===== src/rtl/rca_arbiter.sv =====
// rca_arbiter: round-robin sharing of one ripple-carry adder between two requesters.
// Operands are held on the adder for SETTLE_CYC cycles, then the sum is returned on a tagged response channel.

module decomposed_rca #(
    parameter int NBIT = 8
) (
    input  logic [NBIT-1:0] a,
    input  logic [NBIT-1:0] b,
    output logic [NBIT-1:0] s
);

    function automatic logic fa_sum(input logic x, input logic y, input logic ci);
        fa_sum = x ^ y ^ ci;
    endfunction

    function automatic logic fa_carry(input logic x, input logic y, input logic ci);
        fa_carry = (x & y) | (x & ci) | (y & ci);
    endfunction

    logic [NBIT-1:0] carry_s;

    assign carry_s[0] = 1'b0;

    // The last stage's carry-out is dropped; overflow is derived from the sum in the sequencer.
    for (genvar i = 0; i < NBIT; i++) begin : g_bit
        assign s[i] = fa_sum(a[i], b[i], carry_s[i]);
        if (i < NBIT - 1) begin : g_carry
            assign carry_s[i+1] = fa_carry(a[i], b[i], carry_s[i]);
        end
    end

endmodule

module rca_arbiter #(
    parameter int NBIT       = 8,
    parameter int SETTLE_CYC = 2
) (
    input  logic            clk,
    input  logic            rst_n,
    input  logic            req0_valid,
    input  logic [NBIT-1:0] req0_a,
    input  logic [NBIT-1:0] req0_b,
    output logic            req0_ready,
    input  logic            req1_valid,
    input  logic [NBIT-1:0] req1_a,
    input  logic [NBIT-1:0] req1_b,
    output logic            req1_ready,
    output logic            rsp_valid,
    output logic            rsp_id,
    output logic [NBIT-1:0] rsp_sum,
    output logic            rsp_ovf,
    input  logic            rsp_ready
);

    localparam logic [1:0] ST_IDLE = 2'd0;
    localparam logic [1:0] ST_ADD  = 2'd1;
    localparam logic [1:0] ST_RESP = 2'd2;

    localparam logic [3:0] CNT_LOAD = 4'(SETTLE_CYC - 1);

    if (SETTLE_CYC < 1 || SETTLE_CYC > 15) begin : g_bad_settle
        $error("rca_arbiter: SETTLE_CYC must lie in 1..15");
    end

    logic [1:0]      state_r;
    logic [3:0]      cnt_r;
    logic [NBIT-1:0] op_a_r;
    logic [NBIT-1:0] op_b_r;
    logic            cur_id_r;
    logic            last_grant_r;
    logic            rsp_valid_r;
    logic            rsp_id_r;
    logic [NBIT-1:0] rsp_sum_r;
    logic            rsp_ovf_r;

    logic            idle_s;
    logic            grant_s;
    logic            accept_s;
    logic [NBIT-1:0] sum_s;

    decomposed_rca #(.NBIT(NBIT)) u_rca (
        .a (op_a_r),
        .b (op_b_r),
        .s (sum_s)
    );

    assign idle_s     = (state_r == ST_IDLE);
    assign req0_ready = idle_s && (grant_s == 1'b0);
    assign req1_ready = idle_s && (grant_s == 1'b1);
    assign accept_s   = (req0_valid && req0_ready) || (req1_valid && req1_ready);

    assign rsp_valid  = rsp_valid_r;
    assign rsp_id     = rsp_id_r;
    assign rsp_sum    = rsp_sum_r;
    assign rsp_ovf    = rsp_ovf_r;

    // Grant selection: a lone requester wins; on a tie the one not served last wins.
    always_comb begin
        grant_s = 1'b0;
        if (req0_valid && req1_valid) begin
            grant_s = ~last_grant_r;
        end else if (req1_valid) begin
            grant_s = 1'b1;
        end else begin
            grant_s = 1'b0;
        end
    end

    // Sequencer: accept operands, wait out the settle window, then hold the response until taken.
    always_ff @(posedge clk or negedge rst_n) begin
        if (!rst_n) begin
            state_r      <= ST_IDLE;
            cnt_r        <= 4'd0;
            op_a_r       <= '0;
            op_b_r       <= '0;
            cur_id_r     <= 1'b0;
            last_grant_r <= 1'b1;
            rsp_valid_r  <= 1'b0;
            rsp_id_r     <= 1'b0;
            rsp_sum_r    <= '0;
            rsp_ovf_r    <= 1'b0;
        end else begin
            case (state_r)
                ST_IDLE: begin
                    if (accept_s) begin
                        op_a_r       <= grant_s ? req1_a : req0_a;
                        op_b_r       <= grant_s ? req1_b : req0_b;
                        cur_id_r     <= grant_s;
                        last_grant_r <= grant_s;
                        cnt_r        <= CNT_LOAD;
                        state_r      <= ST_ADD;
                    end
                end
                ST_ADD: begin
                    if (cnt_r == 4'd0) begin
                        rsp_sum_r   <= sum_s;
                        // A wrapped unsigned sum is always smaller than either operand.
                        rsp_ovf_r   <= (sum_s < op_a_r);
                        rsp_id_r    <= cur_id_r;
                        rsp_valid_r <= 1'b1;
                        state_r     <= ST_RESP;
                    end else begin
                        cnt_r <= cnt_r - 4'd1;
                    end
                end
                ST_RESP: begin
                    if (rsp_ready) begin
                        rsp_valid_r <= 1'b0;
                        state_r     <= ST_IDLE;
                    end
                end
                default: begin
                    rsp_valid_r <= 1'b0;
                    state_r     <= ST_IDLE;
                end
            endcase
        end
    end

endmodule


===== config.mk =====
export PLATFORM = sky130hd
export DESIGN_NAME = rca_arbiter
export DESIGN_NICKNAME = d
export VERILOG_FILES = /design/src/rtl/rca_arbiter.sv
export SDC_FILE = /design/constraint.sdc
export NUM_CORES = 1
export LEC_CHECK = 0
export BUFFER_PORTS_ARGS = -buffer_cell sky130_fd_sc_hd__buf_2
export CAP_MARGIN = 40
export CORE_MARGIN = 3
export CORE_UTILIZATION = 33
export DETAILED_ROUTE_END_ITERATION = 12
export PLACE_DENSITY = 0.62
export RECOVER_POWER = 25
export SYNTH_ARGS = -nofsm -noshare
export SYNTH_HDL_FRONTEND = slang
export SYNTH_HIERARCHICAL = 1
export SYNTH_SLANG_ARGS = --single-unit
export TNS_END_PERCENT = 30

===== constraint.sdc =====
create_clock -name clk -period 4.2 [get_ports clk]
set_input_delay 0.21 -clock clk [delete_from_list [all_inputs] [get_ports clk]]
set_output_delay 0.21 -clock clk [all_outputs]
set_load 0.01 [all_outputs]

==> results of run 1 <==
registers in the layout, indices dropped and copies added, names as in the netlist:
| name | flops |
|---|---|
| op_a_r | 8 |
| op_b_r | 8 |
| rsp_sum | 8 |
| cnt_r | 4 |
| state_r | 2 |
| cur_id_r | 1 |
| last_grant_r | 1 |
| rsp_id | 1 |
| rsp_ovf | 1 |
| rsp_valid | 1 |
area by class of cell:
| cell class | count | share of cell area |
|---|---|---|
| multi-input cells | 117 | 0.432 |
| inverters | 9 | 0.0143 |
| well taps | 72 | 0.0382 |
| flip-flops and latches | 35 | 0.372 |
| repair buffers | 51 | 0.110 |
| clock buffers | 8 | 0.0340 |
power groups by stage:
stage | clock network, mW | registers (mW) | logic [mW]
detailed placement | 0 | 0.665 | 1.08
finish | 0.231 | 0.659 | 1.13
global placement | 0 | 0.663 | 1.06
CTS | 0.243 | 0.661 | 1.09
floorplan | 0 | 0.642 | 0.829
global route | 0.259 | 0.691 | 1.29
timing repair:
item / 4_1_cts / 5_1_grt
hold buffers: 0 / 0
setup buffers: 0 / 0
resized for setup: 0 / 8
setup endpoints to repair: 0 / 1
cell usage in the layout (no fill, tap or decap), types with 2 or more instances in the layout:
master                     instances
sky130_fd_sc_hd__and4bb_2          2
sky130_fd_sc_hd__clkbuf_1          4
sky130_fd_sc_hd__ha_1              9
sky130_fd_sc_hd__buf_2            48
sky130_fd_sc_hd__dfrtp_1          34
sky130_fd_sc_hd__mux2_2            8
sky130_fd_sc_hd__xnor2_1           2
sky130_fd_sc_hd__buf_4             2
sky130_fd_sc_hd__nor3_1            3
sky130_fd_sc_hd__nand2_1           4
sky130_fd_sc_hd__a21oi_1          19
sky130_fd_sc_hd__clkbuf_8          5
sky130_fd_sc_hd__inv_1             9
sky130_fd_sc_hd__mux2i_1          16
sky130_fd_sc_hd__o21ai_0           5
sky130_fd_sc_hd__fa_2              5
sky130_fd_sc_hd__a21o_1            2
sky130_fd_sc_hd__a22o_1            2
sky130_fd_sc_hd__nor2_1           22
cell usage after synthesis, types with 3 or more instances:
| cell type | count |
|---|---|
| sky130_fd_sc_hd__o21ai_0 | 5 |
| sky130_fd_sc_hd__nor3_1 | 3 |
| sky130_fd_sc_hd__mux2i_1 | 16 |
| sky130_fd_sc_hd__nor2_1 | 23 |
| sky130_fd_sc_hd__a21oi_1 | 19 |
| sky130_fd_sc_hd__nand2_1 | 4 |
| sky130_fd_sc_hd__buf_2 | 6 |
| sky130_fd_sc_hd__fa_1 | 6 |
| sky130_fd_sc_hd__dfrtp_1 | 34 |
| sky130_fd_sc_hd__ha_1 | 10 |
| sky130_fd_sc_hd__mux2_2 | 8 |
| sky130_fd_sc_hd__inv_1 | 9 |
per-stage QoR:
step                      total power, mW  setup slack, ns
final                                2.02            0.144
after detailed placement             1.75           0.0541
after floorplan                      1.47            0.222
after global placement               1.72            0.118
after global routing                 2.24           0.0422
after CTS                            1.99           0.0529
path summary, 6_finish.rpt:
check / from / end / slack, ns / cells after the start
max in group asynchronous: rst_n / rsp_sum[6]$_DFFE_PN0P_ / 2.68 / 1
min in group asynchronous: rst_n / state_r[0]$_DFFE_PN0P_ / 0.42 / 1
setup / recovery: op_a_r[0]$_DFFE_PN0P_ / rsp_ovf$_DFFE_PN0P_ / 0.14 / 13
setup reg to reg: op_a_r[0]$_DFFE_PN0P_ / rsp_ovf$_DFFE_PN0P_ / 0.14 / 13
hold reg to reg: cur_id_r$_DFFE_PN0P_ / cur_id_r$_DFFE_PN0P_ / 0.48 / 1
hold / removal: rsp_ready / state_r[1]$_DFFE_PN0P_ / 0.13 / 2
critical path, delay by kind of cell, from the launching register on:
kind	cells	cell delay [ns]
adders and majority gates	8	2.63
AOI/OAI and AO/OA	2	0.31
DFF	1	0.39
and+or+nand+nor	2	0.20
xor gates and xnor gates	1	0.42
layer usage:
layer / GRT usage / part of all wire / up-vias
met1: 0.151 / 0.46 / 639
met2: 0.192 / 0.47 / 32
met5: 0 / 0 / -
met4: 0.0357 / 0.012 / 0
met3: 0.0446 / 0.057 / 6
li1: - / - / 688
kinds of logic (layout without fill, tap and decap cells):
family                     Yosys count  count (layout)  share of synthesized area
and+or+nand+nor                     37              37                      0.103
AOI/OAI and AO/OA                   36              36                      0.120
DFF                                 35              35                      0.450
muxes                               25              25                      0.136
buffers and inverters               18              68                     0.0443
adders and majority gates           16              16                      0.126
xor gates and xnor gates             3               3                     0.0212
==> flow_summary.yaml, run 1 <==
outcome:
  run_status: "complete, but fails checks"
  failing_checks: "max-capacitance violations, max-slew violations"
drt:
  totalWireLength_um: 3780
  route.detailed.drc: 0
  drt_first_pass_iters: 3
  routedWlPerCell_um: 12.9
  drt-initial-drc-count: 23
  routed-via-count: 1365
  final_antenna_net_count: 0
  avgViaCountPerCell: 4.67
synth:
  ys_seq_area_frac: 0.450
  ys_seq_elements: 35
  post-synth-top-area-cell: "sky130_fd_sc_hd__dfrtp_1"
  synth_edf_count: 0
  ys_types: 35
  mappedNetlistArea_um2: 1950
  ys_warn_count: 6
  avgSynthCellArea_um2: 11.5
  netlist_top_cells_area: "sky130_fd_sc_hd__dfrtp_1, sky130_fd_sc_hd__mux2i_1, sky130_fd_sc_hd__ha_1"
  postSynth.asyncResetShare: 1.00
  postSynth.topFlopCell: "sky130_fd_sc_hd__dfrtp_1"
  fraction_of_synthesized_cell_area_taken_by_the_top_area_cell_type: 0.436
  syn_nets: 223
  synth_cells: 170
placed_design:
  globalplace.congestion: 0.729
  dp_hpwl_um: 2800
  placedCellCount: 284
  dpl-instance-area_um2: 2250
  buffer_ports.inserted: 49
power_and_ir_drop:
  sequential_cell_fraction_of_total_power: 0.326
  power_leakage_nw: 1.13
  p_comb_frac: 0.559
  power_switching_share: 0.408
  power.share.clock: 0.114
  worst_ir_drop_vdd_uv: 411
  p_sw_mw: 0.823
  cell_internal_pwr_mw: 1.20
  p_per_area_nw_per_um2: 856
worst_hold_path:
  timing.hold.worst.class: "in -> reg"
clock_tree:
  ctsRootBufferMaster: "sky130_fd_sc_hd__clkbuf_8"
  cts-htree-levels: 2
  clk_pin_slew_ns: 0.07
  cts-buffers-inserted: 5
  tritoncts: "done"
  cts.sink_count: 35
  clk-insertion-delay-late_ns: 0.29
  ctsLongestPathBuffers: 2
worst_setup_path:
  worst_path_max_delay_cell: "sky130_fd_sc_hd__xor3_2"
  crit_path_end_kind: "flop"
  start_kind: "flop"
  critical_path.cell_chain: "ha_1 -> fa_2 -> fa_2 -> fa_1 -> fa_2 -> fa_2 -> fa_2 -> xor3_2 -> ha_4 -> nand2_1 -> nor2_1 -> o211ai_1 -> a22o_1"
  critical_path_peak_fanout: 3
  cp_slowest_stage_delay_ns: 0.42
  critPathArrivalTime_ns: 4.24
  timing.setup.critical_path_class: "reg -> reg"
  crit_path_frequent_cell: "sky130_fd_sc_hd__fa_2"
  timing.critical_path.required_ns: 4.38
finish:
  fillerInstances: 585
  final_cells: 292
  drive_above_1_share: 0.364
  multi_input_comb_area_um2: 1020
  flow.area_growth_from_synthesis_pct: 21.0
  nets: 272
  final_design_area_no_fill_um2: 2360
  antenna-diode-count: 0
  layout.area.seq_um2: 877
  finalCoreUtilization: 0.421
grt:
  number_of_global_route_vias_before_repair: 1445
  grt_first_pass_wirelength_um: 6670
  global_route.usage.total: 0.120
  grt_max_degree: 36
  antenna_found_initial: 0
  overflow: 0
job:
  maxCapViolations: 1
timing:
  finalMaxSlewViolations: 36
  worstMarginPinSlew_ns: 1.88
  final_worst_path_period_need_ns: 4.06
  finalHoldViolations: 0
  final-setup-viol-count: 0
  fin_setup_tns_ns: 0
  max_slew_margin: -0.254
  achievable-frequency_ghz: 0.247
  final.hold.worst_slack_ns: 0.133
  finalClockSkew_ns: 0.00394
  min_period_over_period: 0.966
  unrepaired_setup_endpoints_after_global_routing: "no"
floorplan:
  die_x_um: 82.9
  core_um2: 5610
  floorplan.initialDensity: 0.348
  core.rowCount: 27
  number_of_placed_i_o_pins: 50
  die_height_um: 82.9
  overall_die_area_um2: 6870
Power figures use the tool's default switching activity.
==> inputs of run 2 (changes only) <==
--- a/config.mk
+++ b/config.mk
@@ -8,9 +8,9 @@
 export BUFFER_PORTS_ARGS = -buffer_cell sky130_fd_sc_hd__buf_2
 export CAP_MARGIN = 40
 export CORE_MARGIN = 3
-export CORE_UTILIZATION = 33
+export CORE_UTILIZATION = 47
 export DETAILED_ROUTE_END_ITERATION = 12
-export PLACE_DENSITY = 0.62
+export PLACE_DENSITY = 0.81
 export RECOVER_POWER = 25
 export SYNTH_ARGS = -nofsm -noshare
 export SYNTH_HDL_FRONTEND = slang
==> flow_summary.yaml, run 2 (same netlist as run 1, synthesis figures left out) <==
grt:
  global_route.usage.total: 0.162
  number_of_global_route_vias_before_repair: 1430
  overflow: 0
  antenna_found_initial: 0
  grt_max_degree: 36
  grt_first_pass_wirelength_um: 6260
finish:
  final_design_area_no_fill_um2: 2350
  multi_input_comb_area_um2: 1010
  antenna-diode-count: 0
  mostFrequentLayoutCell: "sky130_fd_sc_hd__buf_2"
  drive_above_1_share: 0.357
  fillerInstances: 307
  mostFrequentLayoutCells: "sky130_fd_sc_hd__buf_2, sky130_fd_sc_hd__dfrtp_1, sky130_fd_sc_hd__nor2_1, sky130_fd_sc_hd__a21oi_1, sky130_fd_sc_hd__mux2i_1"
  layout.area.seq_um2: 877
  nets: 273
  final_cells: 269
  finalCoreUtilization: 0.614
  flow.area_growth_from_synthesis_pct: 20.5
worst_setup_path:
  crit_path_frequent_cell: "sky130_fd_sc_hd__fa_1"
  timing.critical_path.required_ns: 4.38
  critPathArrivalTime_ns: 4.25
  critical_path.cell_chain: "ha_1 -> fa_1 -> fa_1 -> fa_1 -> fa_1 -> fa_2 -> fa_1 -> xor3_1 -> ha_4 -> nand2_1 -> nor2_2 -> a2111oi_4 -> a22o_1"
  cp_buf_inv_count: 0
  worst_path_max_delay_cell: "sky130_fd_sc_hd__dfrtp_1"
  critical_path_peak_fanout: 2
  cp_top_family: "adder cells"
  timing.setup.critical_path_class: "reg -> reg"
  crit_path_end_kind: "flop"
  start_kind: "flop"
  cp_slowest_stage_delay_ns: 0.39
placed_design:
  dp_hpwl_um: 2750
  globalplace.congestion: 0.793
  dpl-instance-area_um2: 2220
  buffer_ports.inserted: 49
  placedCellCount: 260
drt:
  final_antenna_net_count: 0
  avgViaCountPerCell: 5.28
  routed-via-count: 1419
  drt_first_pass_iters: 4
  drt-initial-drc-count: 54
  totalWireLength_um: 3700
  routedWlPerCell_um: 13.7
  route.detailed.drc: 0
timing:
  max_slew_margin: -0.213
  achievable-frequency_ghz: 0.246
  worstMarginPinSlew_ns: 1.82
  min_period_over_period: 0.968
  final_worst_path_period_need_ns: 4.06
  finalHoldViolations: 0
  final-setup-viol-count: 0
  unrepaired_setup_endpoints_after_global_routing: "no"
  finalClockSkew_ns: 0.00862
  finalMaxSlewViolations: 36
clock_tree:
  cts.sink_count: 35
  ctsLongestPathBuffers: 2
  clk_pin_slew_ns: 0.07
  cts-buffers-inserted: 5
  tritoncts: "done"
  ctsRootBufferMaster: "sky130_fd_sc_hd__clkbuf_8"
  cts-htree-levels: 2
  clk-insertion-delay-late_ns: 0.29
floorplan:
  core.rowCount: 22
  core_um2: 3830
  number_of_placed_i_o_pins: 50
  overall_die_area_um2: 4960
  die_x_um: 70.4
  die_height_um: 70.4
  floorplan.initialDensity: 0.509
power_and_ir_drop:
  worst_ir_drop_vdd_uv: 445
  power_leakage_nw: 1.14
  p_per_area_nw_per_um2: 883
worst_hold_path:
  timing.hold.worst.class: "in -> reg"
job:
  maxCapViolations: 1
outcome:
  failing_checks: "max-capacitance violations, max-slew violations"
  run_status: "complete, but fails checks"
==> run 2: cell count changes in the layout (fill, tap and decap cells not counted) <==
cell / before / now
sky130_fd_sc_hd__xor3_2: 1 / 0
sky130_fd_sc_hd__fa_1: 1 / 5
sky130_fd_sc_hd__xor3_1: 0 / 1
sky130_fd_sc_hd__clkbuf_1: 4 / 1
sky130_fd_sc_hd__clkbuf_8: 5 / 7
sky130_fd_sc_hd__fa_2: 5 / 1
sky130_fd_sc_hd__clkinvlp_4: 0 / 1
sky130_fd_sc_hd__buf_4: 2 / 3
==> run 2: worst paths after layout <==
kind | from | endpoint | slack [ns] | depth (start not counted)
max | op_a_r[0]$_DFFE_PN0P_ | rsp_ovf$_DFFE_PN0P_ | 0.14 | 13
min in group asynchronous | rst_n | op_a_r[4]$_DFFE_PN0P_ | 0.41 | 1
min reg2reg | cur_id_r$_DFFE_PN0P_ | cur_id_r$_DFFE_PN0P_ | 0.48 | 1
max reg2reg | op_a_r[0]$_DFFE_PN0P_ | rsp_ovf$_DFFE_PN0P_ | 0.14 | 13
min | rsp_ready | state_r[1]$_DFFE_PN0P_ | 0.13 | 2
max in group asynchronous | rst_n | cnt_r[0]$_DFFE_PN0P_ | 2.75 | 1
==> run 2: final cells by class <==
type,instances,area share
repair buffers,52,0.113
flip-flops and latches,35,0.373
multi-input cells,117,0.429
clock buffers,7,0.0410
clock inverters,1,0.00320
inverters,9,0.0144
well taps,48,0.0256
==> run 2: where the power goes <==
part	internal (mW)	total [mW]	switching, mW
clock	0.149	0.271	0.122
combinational	0.566	1.14	0.577
sequential	0.510	0.659	0.149
total	1.22	2.07	0.848
==> run 2: routing by layer <==
layer | wire length (um) | track usage | up-vias
li1 | - | - | 694
met4 | 68 | 0.0638 | 0
met1 | 1570 | 0.184 | 680
met5 | 0 | 0 | -
met2 | 1850 | 0.281 | 40
met3 | 212 | 0.0504 | 5
==> run 2: repair_timing <==
action                                  in CTS  in global routing
endpoints found under the setup margin       1                  1
hold buffers                                 0                  0
resized for setup                            1                  2
gates cloned                                 0                  0
hold endpoints to repair                     0                  0
buffers inserted                             0                  1
==> run 2: metrics by stage <==
| step | hold WS [ns] | setup TNS [ns] | total power, mW | worst slack (ns) |
|---|---|---|---|---|
| floorplan | -0.0856 | 0 | 1.47 | 0.222 |
| CTS | 0.0141 | 0 | 2.05 | 0.00413 |
| global route | 0.151 | 0 | 2.28 | 0.000519 |
| global placement | 0.324 | 0 | 1.70 | 0.124 |
| finish | 0.129 | 0 | 2.07 | 0.136 |
| detailed placement | 0.329 | -0.00210 | 1.77 | -0.00210 |
